==> src/rtl/ad9518_spi_readback.sv <==
// ----------------------------------------------------------------------------
// ad9518_spi_readback
//   Read-back engine for the AD9518 3-wire SPI port. Sends the 16-bit read
//   instruction {R/W=1, W1:W0=00, ADDR[12:0]} MSB first, releases SDIO after
//   the instruction and shifts in one register byte driven by the device.
//   The pins are shared with the configuration writer at board level; this
//   block assumes it owns the bus while BUSY is high.
//
//   Parameters:
//     CLK_DIV         SCLK half-period in CLK cycles (>= 1), SCLK = CLK/(2*CLK_DIV)
//   Ports:
//     CLK, RST        system clock, synchronous active-high reset
//     RD_EN           one-cycle read request, only looked at while idle
//     RD_ADDR         register address, captured with the accepted RD_EN
//     RD_DATA         last byte read, held until the next completion
//     RD_VALID        one-cycle pulse when RD_DATA is updated
//     BUSY            transaction in progress (setup through gap)
//     AD9518_nCS      chip select, active low
//     AD9518_SCLK     serial clock, idles low
//     AD9518_SDIO_O   SDIO drive value
//     AD9518_SDIO_OE  SDIO output enable (1 = FPGA drives)
//     AD9518_SDIO_I   SDIO pad input
//
//   Every pin and status output is a flop; the combinational process only
//   computes next values, so SCLK and nCS cannot glitch.
// ----------------------------------------------------------------------------
module ad9518_spi_readback #(
    parameter int CLK_DIV = 4
) (
    input  logic        CLK,
    input  logic        RST,
    input  logic        RD_EN,
    input  logic [12:0] RD_ADDR,
    output logic [7:0]  RD_DATA,
    output logic        RD_VALID,
    output logic        BUSY,
    output logic        AD9518_nCS,
    output logic        AD9518_SCLK,
    output logic        AD9518_SDIO_O,
    output logic        AD9518_SDIO_OE,
    input  logic        AD9518_SDIO_I
);

    localparam int              PH_W     = (CLK_DIV > 1) ? $clog2(CLK_DIV) : 1;
    localparam logic [PH_W-1:0] PH_LAST  = PH_W'(CLK_DIV - 1);
    localparam logic [PH_W-1:0] PH_ONE   = PH_W'(1);
    localparam logic [4:0]      BIT_LAST = 5'd23;
    localparam logic [4:0]      BIT_TURN = 5'd16;  // first data bit (D7)
    localparam logic [4:0]      BIT_INST = 5'd15;  // last instruction bit

    typedef enum logic [2:0] {
        S_IDLE,
        S_SETUP,
        S_SHIFT,
        S_HOLD,
        S_GAP
    } state_t;

    state_t          state_q, state_d;
    logic [PH_W-1:0] ph_q, ph_d;
    logic [4:0]      bit_q, bit_d;
    logic [14:0]     tx_q, tx_d;      // instruction bits 14..0 still to send
    logic [7:0]      rx_q, rx_d;
    logic            ncs_q, ncs_d;
    logic            sclk_q, sclk_d;  // also tells low/high half of the bit
    logic            sdo_q, sdo_d;
    logic            oe_q, oe_d;
    logic            busy_q, busy_d;
    logic [7:0]      data_q, data_d;
    logic            valid_q, valid_d;
    logic            ph_last;

    assign ph_last = (ph_q == PH_LAST);

    always_ff @(posedge CLK) begin
        if (RST) begin
            state_q <= S_IDLE;
            ph_q    <= '0;
            bit_q   <= '0;
            tx_q    <= '0;
            rx_q    <= '0;
            ncs_q   <= 1'b1;
            sclk_q  <= 1'b0;
            sdo_q   <= 1'b0;
            oe_q    <= 1'b0;
            busy_q  <= 1'b0;
            data_q  <= '0;
            valid_q <= 1'b0;
        end else begin
            state_q <= state_d;
            ph_q    <= ph_d;
            bit_q   <= bit_d;
            tx_q    <= tx_d;
            rx_q    <= rx_d;
            ncs_q   <= ncs_d;
            sclk_q  <= sclk_d;
            sdo_q   <= sdo_d;
            oe_q    <= oe_d;
            busy_q  <= busy_d;
            data_q  <= data_d;
            valid_q <= valid_d;
        end
    end

    always_comb begin
        state_d = state_q;
        ph_d    = ph_q;
        bit_d   = bit_q;
        tx_d    = tx_q;
        rx_d    = rx_q;
        ncs_d   = ncs_q;
        sclk_d  = sclk_q;
        sdo_d   = sdo_q;
        oe_d    = oe_q;
        busy_d  = busy_q;
        data_d  = data_q;
        valid_d = 1'b0;

        unique case (state_q)
            S_IDLE: begin
                if (RD_EN) begin
                    state_d = S_SETUP;
                    ph_d    = '0;
                    bit_d   = '0;
                    tx_d    = {2'b00, RD_ADDR};
                    sdo_d   = 1'b1;          // R/W bit, held through setup
                    oe_d    = 1'b1;
                    ncs_d   = 1'b0;
                    sclk_d  = 1'b0;
                    busy_d  = 1'b1;
                end
            end

            S_SETUP: begin
                if (ph_last) begin
                    state_d = S_SHIFT;
                    ph_d    = '0;
                end else begin
                    ph_d = ph_q + PH_ONE;
                end
            end

            S_SHIFT: begin
                if (!ph_last) begin
                    ph_d = ph_q + PH_ONE;
                end else if (!sclk_q) begin
                    // end of low half: rising edge
                    ph_d   = '0;
                    sclk_d = 1'b1;
                end else begin
                    // last cycle of high half: sample, then falling edge
                    ph_d   = '0;
                    sclk_d = 1'b0;
                    if (bit_q >= BIT_TURN)
                        rx_d = {rx_q[6:0], AD9518_SDIO_I};
                    if (bit_q == BIT_LAST) begin
                        state_d = S_HOLD;
                    end else begin
                        bit_d = bit_q + 5'd1;
                        if (bit_q == BIT_INST) begin
                            // turnaround: device owns SDIO from bit 16 on
                            sdo_d = 1'b0;
                            oe_d  = 1'b0;
                        end else if (bit_q < BIT_INST) begin
                            sdo_d = tx_q[14];
                            tx_d  = {tx_q[13:0], 1'b0};
                        end
                    end
                end
            end

            S_HOLD: begin
                if (ph_last) begin
                    state_d = S_GAP;
                    ph_d    = '0;
                    ncs_d   = 1'b1;
                    data_d  = rx_q;
                    valid_d = 1'b1;
                end else begin
                    ph_d = ph_q + PH_ONE;
                end
            end

            S_GAP: begin
                if (ph_last) begin
                    state_d = S_IDLE;
                    ph_d    = '0;
                    busy_d  = 1'b0;
                end else begin
                    ph_d = ph_q + PH_ONE;
                end
            end

            default: begin
                state_d = S_IDLE;
            end
        endcase
    end

    assign RD_DATA        = data_q;
    assign RD_VALID       = valid_q;
    assign BUSY           = busy_q;
    assign AD9518_nCS     = ncs_q;
    assign AD9518_SCLK    = sclk_q;
    assign AD9518_SDIO_O  = sdo_q;
    assign AD9518_SDIO_OE = oe_q;

endmodule

==> config.mk <==
export PLATFORM = sky130hd
export DESIGN_NAME = ad9518_spi_readback
export DESIGN_NICKNAME = d
export VERILOG_FILES = /design/src/rtl/ad9518_spi_readback.sv
export SDC_FILE = /design/constraint.sdc
export NUM_CORES = 1
export LEC_CHECK = 0
export CELL_PAD_IN_SITES_DETAIL_PLACEMENT = 1
export CELL_PAD_IN_SITES_GLOBAL_PLACEMENT = 1
export CORE_AREA = 2 2 72 74
export CTS_BUF_LIST = sky130_fd_sc_hd__clkbuf_4
export CTS_CLUSTER_DIAMETER = 30
export DETAILED_ROUTE_END_ITERATION = 7
export DIE_AREA = 0 0 74 76
export PLACE_DENSITY = 0.92
export SLEW_MARGIN = 20
export SYNTH_ARGS = -nofsm -noshare
export SYNTH_HDL_FRONTEND = slang
export SYNTH_SLANG_ARGS = --single-unit
==> constraint.sdc <==
create_clock -name CLK -period 5 [get_ports CLK]
set_input_delay 0.75 -clock CLK [delete_from_list [all_inputs] [get_ports CLK]]
set_output_delay 0.75 -clock CLK [all_outputs]
set_load 0.03 [all_outputs]
==> results.toml, run 1 <==
[outcome]
status = "finished, final reports clean"

[floorplan]
core_um2 = 4912
placementRows = 26
die_x_um = 74
pin_count = 31
dieArea_um2 = 5624
initial_core_util = 0.4246
die_y_um = 76

[synth]
yosys.area.top_type_share = 0.4511
syn_nets = 264
seq_area_frac_synth = 0.4511
syn-mean-instance-area_um2 = 8.583
yosysWarningCount = 0
synthFlopType = "dfxtp_1"
syn_inst = 243
syn_area_um2 = 2086
synth_edf_count = 0
ys_ff_latch = 47
synth_cell_types = 42
synthArstFlopShare = 0
yosysTopAreaCell = "dfxtp_1"
synth.area.top_cells = "dfxtp_1 (45%), nand2_1 (8.8%), a21oi_1 (7.0%)"

[critical_path]
regToRegEndpoint = "tx_q[3]"
worstPathArrival_ns = 2.73
cpPeakStageDelay_ns = 0.71
cp-end-kind = "flip-flop"
r2r_slack_ns = 2.49
critPathMostFrequentCell = "ha_1"
crit_slowest_cell = "nor2_1"
rr_worst_depth = 7
crit_chain = "ha_1 > and3_1 > ha_1 > nand2b_1 > o21a_1 > nor2_1 > a311oi_1"
r2r_start = "bit_q[0]"
startpoint_type = "flip-flop"
path_class = "flip-flop to flip-flop"
cp.required_ns = 5.22
worstPathMaxFanout = 13

[power]
p_leak_nw = 0.9667
peakVddDrop_mv = 0.2706
p_per_area_nw_per_um2 = 285.1
finalPower_uw = 711.3

[cts]
cts_buffer_depth = 2
cts_post_setup_buffers_inserted = 0
h-tree-depth = 2
cts_buffers = 5
path_clk_slew_ns = 0.14
worst_skew_pair.late_latency_ns = 0.38
cts.repair.resized = 0
hold_buffers = 0
cts_sinks = 47
cts_tree = "yes"
root_buffer = "clkbuf_4"

[sta]
setup_violations = 0
rsz0062_at_grt = "no"
slew_viol_final = 0
max_freq_ghz = 0.3983
finClkSkew_ns = 0.01048
setup_tns_ns = 0
post-route-min-period_ns = 2.510
timing.hold.ws_ns = 0.4624
maxSlewHeadroom = 0.3728
worstMarginPinSlew_ns = 0.9374
hold_violations = 0
layout_worst_path_cycle_share = 0.5021

[global_route]
antenna_found_initial = 0
track_usage = 0.2013
grt_max_degree = 27
first_global_vias = 1941
grt_pass1_wl_um = 8887
overflow = 0

[place]
hpwl_um = 3592
placed_area_um2 = 2407
gp_congestion = 0.7928
dp.cells = 329
io_buffers = 30

[cells_and_area]
antennaDiodeCount = 0
fin_nets = 287
syn_to_final_growth_pct = 19.62
drive_gt1_frac = 0.07116
seqCellArea_um2 = 940.9
final_common_cell = "nand2_1"
stdcell_area_um2 = 2495
mostFrequentLayoutCells = "nand2_1 (49), dfxtp_1 (47), clkdlybuf4s50_1 (30)"
fillers = 587
fin_cells = 337
multi_input_area_um2 = 1059

[run]
cap_viol_max_count = 0

[detailed_routing]
drt_iter0_markers = 81
drt-total-wl_um = 5300
drt-pass1-iter-count = 4
viasPerCell = 5.436
num_vias = 1832
ant_nets = 0
wire_per_inst_um = 15.73
drc = 0

[min_path]
worst_hold_path_type = "flip-flop to flip-flop"
hp-start = "rx_q[7]"
holdPathEnd = "RD_DATA[7]"
hold_depth = 2
==> per-stage QoR <==
stage            util  setup WS [ns]
2_1_floorplan       -          3.035
3_3_place_gp   0.4901          2.219
3_5_place_dp   0.4901          2.134
4_1_cts        0.5066          2.200
5_1_grt        0.5079          2.230
6_report       0.5079          2.490
==> metal layers <==
layer | GRT usage | up-vias | wire length (um)
met5 | 0 | - | 0
met4 | 0.08545 | 0 | 113
met3 | 0.03307 | 10 | 140
met2 | 0.3420 | 25 | 2676
met1 | 0.2458 | 899 | 2369
li1 | - | 898 | -
==> final cells by class <==
class	instances	area share
clock buffer	5	0.01505
timing repair buffer	31	0.1234
inverter	5	0.007523
clock inverter	3	0.01755
multi-input combinational	176	0.4243
sequential	47	0.3771
tap	70	0.03511
==> sequential cells by signal, indices dropped and copies added, names as in the netlist <==
register / flops
AD9518_SDIO_O: 1
BUSY: 1
AD9518_SDIO_OE: 1
rx_q: 8
bit_q: 5
RD_VALID: 1
tx_q: 15
AD9518_nCS: 1
ph_q: 2
AD9518_SCLK: 1
state_q: 3
RD_DATA: 8
==> synth_stat cells (2+ instances only) <==
cell / count
clkbuf_1: 7
o21ai_0: 5
a311oi_1: 13
nand2b_1: 2
buf_2: 5
nor2_1: 20
inv_1: 5
mux2_2: 2
a22oi_1: 2
dfxtp_1: 47
o21a_1: 2
a22o_1: 2
nor3b_1: 2
and3_1: 2
nand2_1: 49
nor2b_1: 2
mux2i_1: 10
nand3_1: 7
ha_1: 4
nor3_1: 4
o21ai_1: 2
a21oi_1: 29
==> where the power goes <==
| part | switching [mW] | leakage [nW] | internal, mW |
|---|---|---|---|
| clock network | 0.132 | 0.0452 | 0.105 |
| logic | 0.0409 | 0.538 | 0.0348 |
| registers | 0.00996 | 0.383 | 0.389 |
==> how the worst max path moves through the flow <==
stage / from / to / slack (ns) / cells after the start
after floorplan: bit_q[0] / tx_q[11] / 3.03 / 8
after global placement: RD_EN / tx_q[10] / 2.22 / 5
after detailed placement: RD_EN / tx_q[3] / 2.13 / 5
after CTS: state_q[1] / rx_q[5] / 2.20 / 4
after global routing: bit_q[0] / tx_q[3] / 2.23 / 7
final: bit_q[0] / tx_q[3] / 2.49 / 7
==> cells by family after synthesis <==
logic type,synth area share
simple gates,0.2160
buf+inv,0.04439
mux,0.05879
xor+xnor,0.008400
compound gates,0.1974
fa+ha+maj,0.02400
flops,0.4511
==> critical path: cells and delay by family, from the launching register on <==
family                   cells  cell delay (ns)
AND/OR/NAND/NOR              3             1.08
adder cells (fa/ha/maj)      2             0.45
AO/OA/AOI/OAI                2             0.44
flip-flops                   1             0.37
No activity file was read; power rests on OpenSTA's default activity.
==> run 2, diff against run 1 <==
CORE_AREA = 2 2 74 76   (was 2 2 72 74)
DIE_AREA = 0 0 76 78   (was 0 0 74 76)
PLACE_DENSITY = 0.88   (was 0.92)
clock period = 2.52 ns   (was 5 ns; I/O delays follow)
==> run 2 against run 1 <==
Effect of this change:
- register-to-register slack got worse by 2.1 ns
- critical path type unchanged
- clock-buffer cell count rose by 1
- sequential share of layout area fell by 0.49 points
- maximum frequency rose by 21%
- clock skew fell by 0.0035 ns
- final cell count rose by 1.5%
- total power rose by 96%
- sequential power rose by 98%
- critical path depth fell by 3
- highest routed layer unchanged
- die area rose by 5.4%
- largest power group unchanged
- clock power rose by 90%
==> results.toml, run 2 (synthesis results as in run 1) <==
[sta]
worstMarginPinSlew_ns = 0.6280
layout_worst_path_cycle_share = 0.8257
slew_viol_final = 0
finClkSkew_ns = 0.006984
hold_violations = 0
post-route-min-period_ns = 2.081
max_freq_ghz = 0.4806
setup_tns_ns = 0
rsz0062_at_grt = "no"
maxSlewHeadroom = 0.5808
setup_violations = 0

[place]
gp_congestion = 0.7244
io_buffers = 30
placed_area_um2 = 2452
hpwl_um = 3743

[cts]
worst_skew_pair.late_latency_ns = 0.36
cts_tree = "yes"
cts_buffers = 5
cts_sinks = 47
hold_buffers = 0
path_clk_slew_ns = 0.13
cts.repair.resized = 0
h-tree-depth = 2
cts_post_setup_buffers_inserted = 0
cts_buffer_depth = 2
root_buffer = "clkbuf_4"

[critical_path]
path_class = "flip-flop to flip-flop"
startpoint_type = "flip-flop"
worstPathMaxFanout = 17
cp.required_ns = 2.77
crit_chain = "nor3b_2 > nand4_2 > mux2i_1 > nor2_1"
worstPathArrival_ns = 2.33
critPathTopFamily = "simple AND/OR/NAND/NOR gates"
cp_num_buf_inv = 0
crit_slowest_cell = "dfxtp_1"
cp-end-kind = "flip-flop"
cpPeakStageDelay_ns = 0.75

[power]
p_per_area_nw_per_um2 = 552.3
p_leak_nw = 0.9951
peakVddDrop_mv = 0.4213

[cells_and_area]
stdcell_area_um2 = 2527
drive_gt1_frac = 0.08824
fillers = 592
largest_register_ffs = 15
regMostFlops = "tx_q"
mostFrequentLayoutCells = "nand2_1 (49), dfxtp_1 (47), clkdlybuf4s50_1 (30)"
final_common_cell = "nand2_1"
seqCellArea_um2 = 940.9
syn_to_final_growth_pct = 21.18
antennaDiodeCount = 0
final_util = 0.5012
multi_input_area_um2 = 1052
fin_nets = 293

[global_route]
overflow = 0
grt_pass1_wl_um = 9059
grt_max_degree = 28
first_global_vias = 1975
antenna_found_initial = 0
track_usage = 0.1867

[detailed_routing]
ant_nets = 0
wire_per_inst_um = 15.36
viasPerCell = 5.412
num_vias = 1851
drc = 0
drt_iter0_markers = 103
drt-total-wl_um = 5253
drt-pass1-iter-count = 4

[min_path]
worst_hold_path_type = "flip-flop to flip-flop"

[floorplan]
die_y_um = 78
core_um2 = 5042
pin_count = 31
placementRows = 26
die_x_um = 76
dieArea_um2 = 5928
initial_core_util = 0.4136

[run]
cap_viol_max_count = 0

[outcome]
status = "finished, final reports clean"
==> run 2: changes by cell type in the layout (fill, tap and decap cells not counted), sizes merged <==
| cell | delta |
|---|---|
| clkbuf | +1 |
| clkinv | -2 |
| buf | +6 |
==> run 2: stage by stage <==
step | worst slack [ns] | std cells | power, mW | hold WS [ns]
6_report | 0.4393 | 342 | 1.396 | 0.4732
4_1_cts | 0.4319 | 342 | 1.405 | 0.4770
5_1_grt | 0.2733 | 342 | 1.449 | 0.4966
3_5_place_dp | 0.4011 | 335 | 0.9617 | 0.4545
3_3_place_gp | 0.4577 | 335 | 0.9547 | 0.4445
2_1_floorplan | 0.5549 | 243 | 0.8928 | 0.4315
==> run 2: power by group <==
group          internal [mW]  switching, mW  leakage [nW]
Combinational         0.0735         0.0835         0.570
Clock                  0.216          0.234        0.0417
Sequential             0.771         0.0186         0.383
==> run 2: path summary, 6_finish.rpt <==
kind | start | endpoint | slack, ns | depth (start not counted)
worst max-delay path | state_q[1] | rx_q[4] | 0.44 | 4
worst min-delay path | RD_DATA[0] | RD_DATA[0] | 0.47 | 2
worst max register to register | state_q[1] | rx_q[4] | 0.44 | 4
worst min register to register | RD_DATA[0] | RD_DATA[0] | 0.47 | 2
==> run 2: worst min-delay path: stages (launching register included) <==
cell	delay [ns]
dfxtp_1	0.34
nand2_1	0.05
a21oi_1	0.05
==> run 2: layout make-up <==
cell class                      instances  area share
Clock buffer                            6     0.01782
Inverter                                5    0.007426
Clock inverter                          1     0.01188
Sequential cell                        47      0.3723
Tap cell                               70     0.03465
Multi-Input combinational cell        176      0.4163
Timing Repair Buffer                   37      0.1396
==> run 2: layer usage <==
layer	routed length, um	track usage	vias to the layer above
met4	87	0.06727	0
li1	-	-	913
met5	0	0	-
met3	193	0.04419	8
met2	2626	0.3313	33
met1	2346	0.2208	897
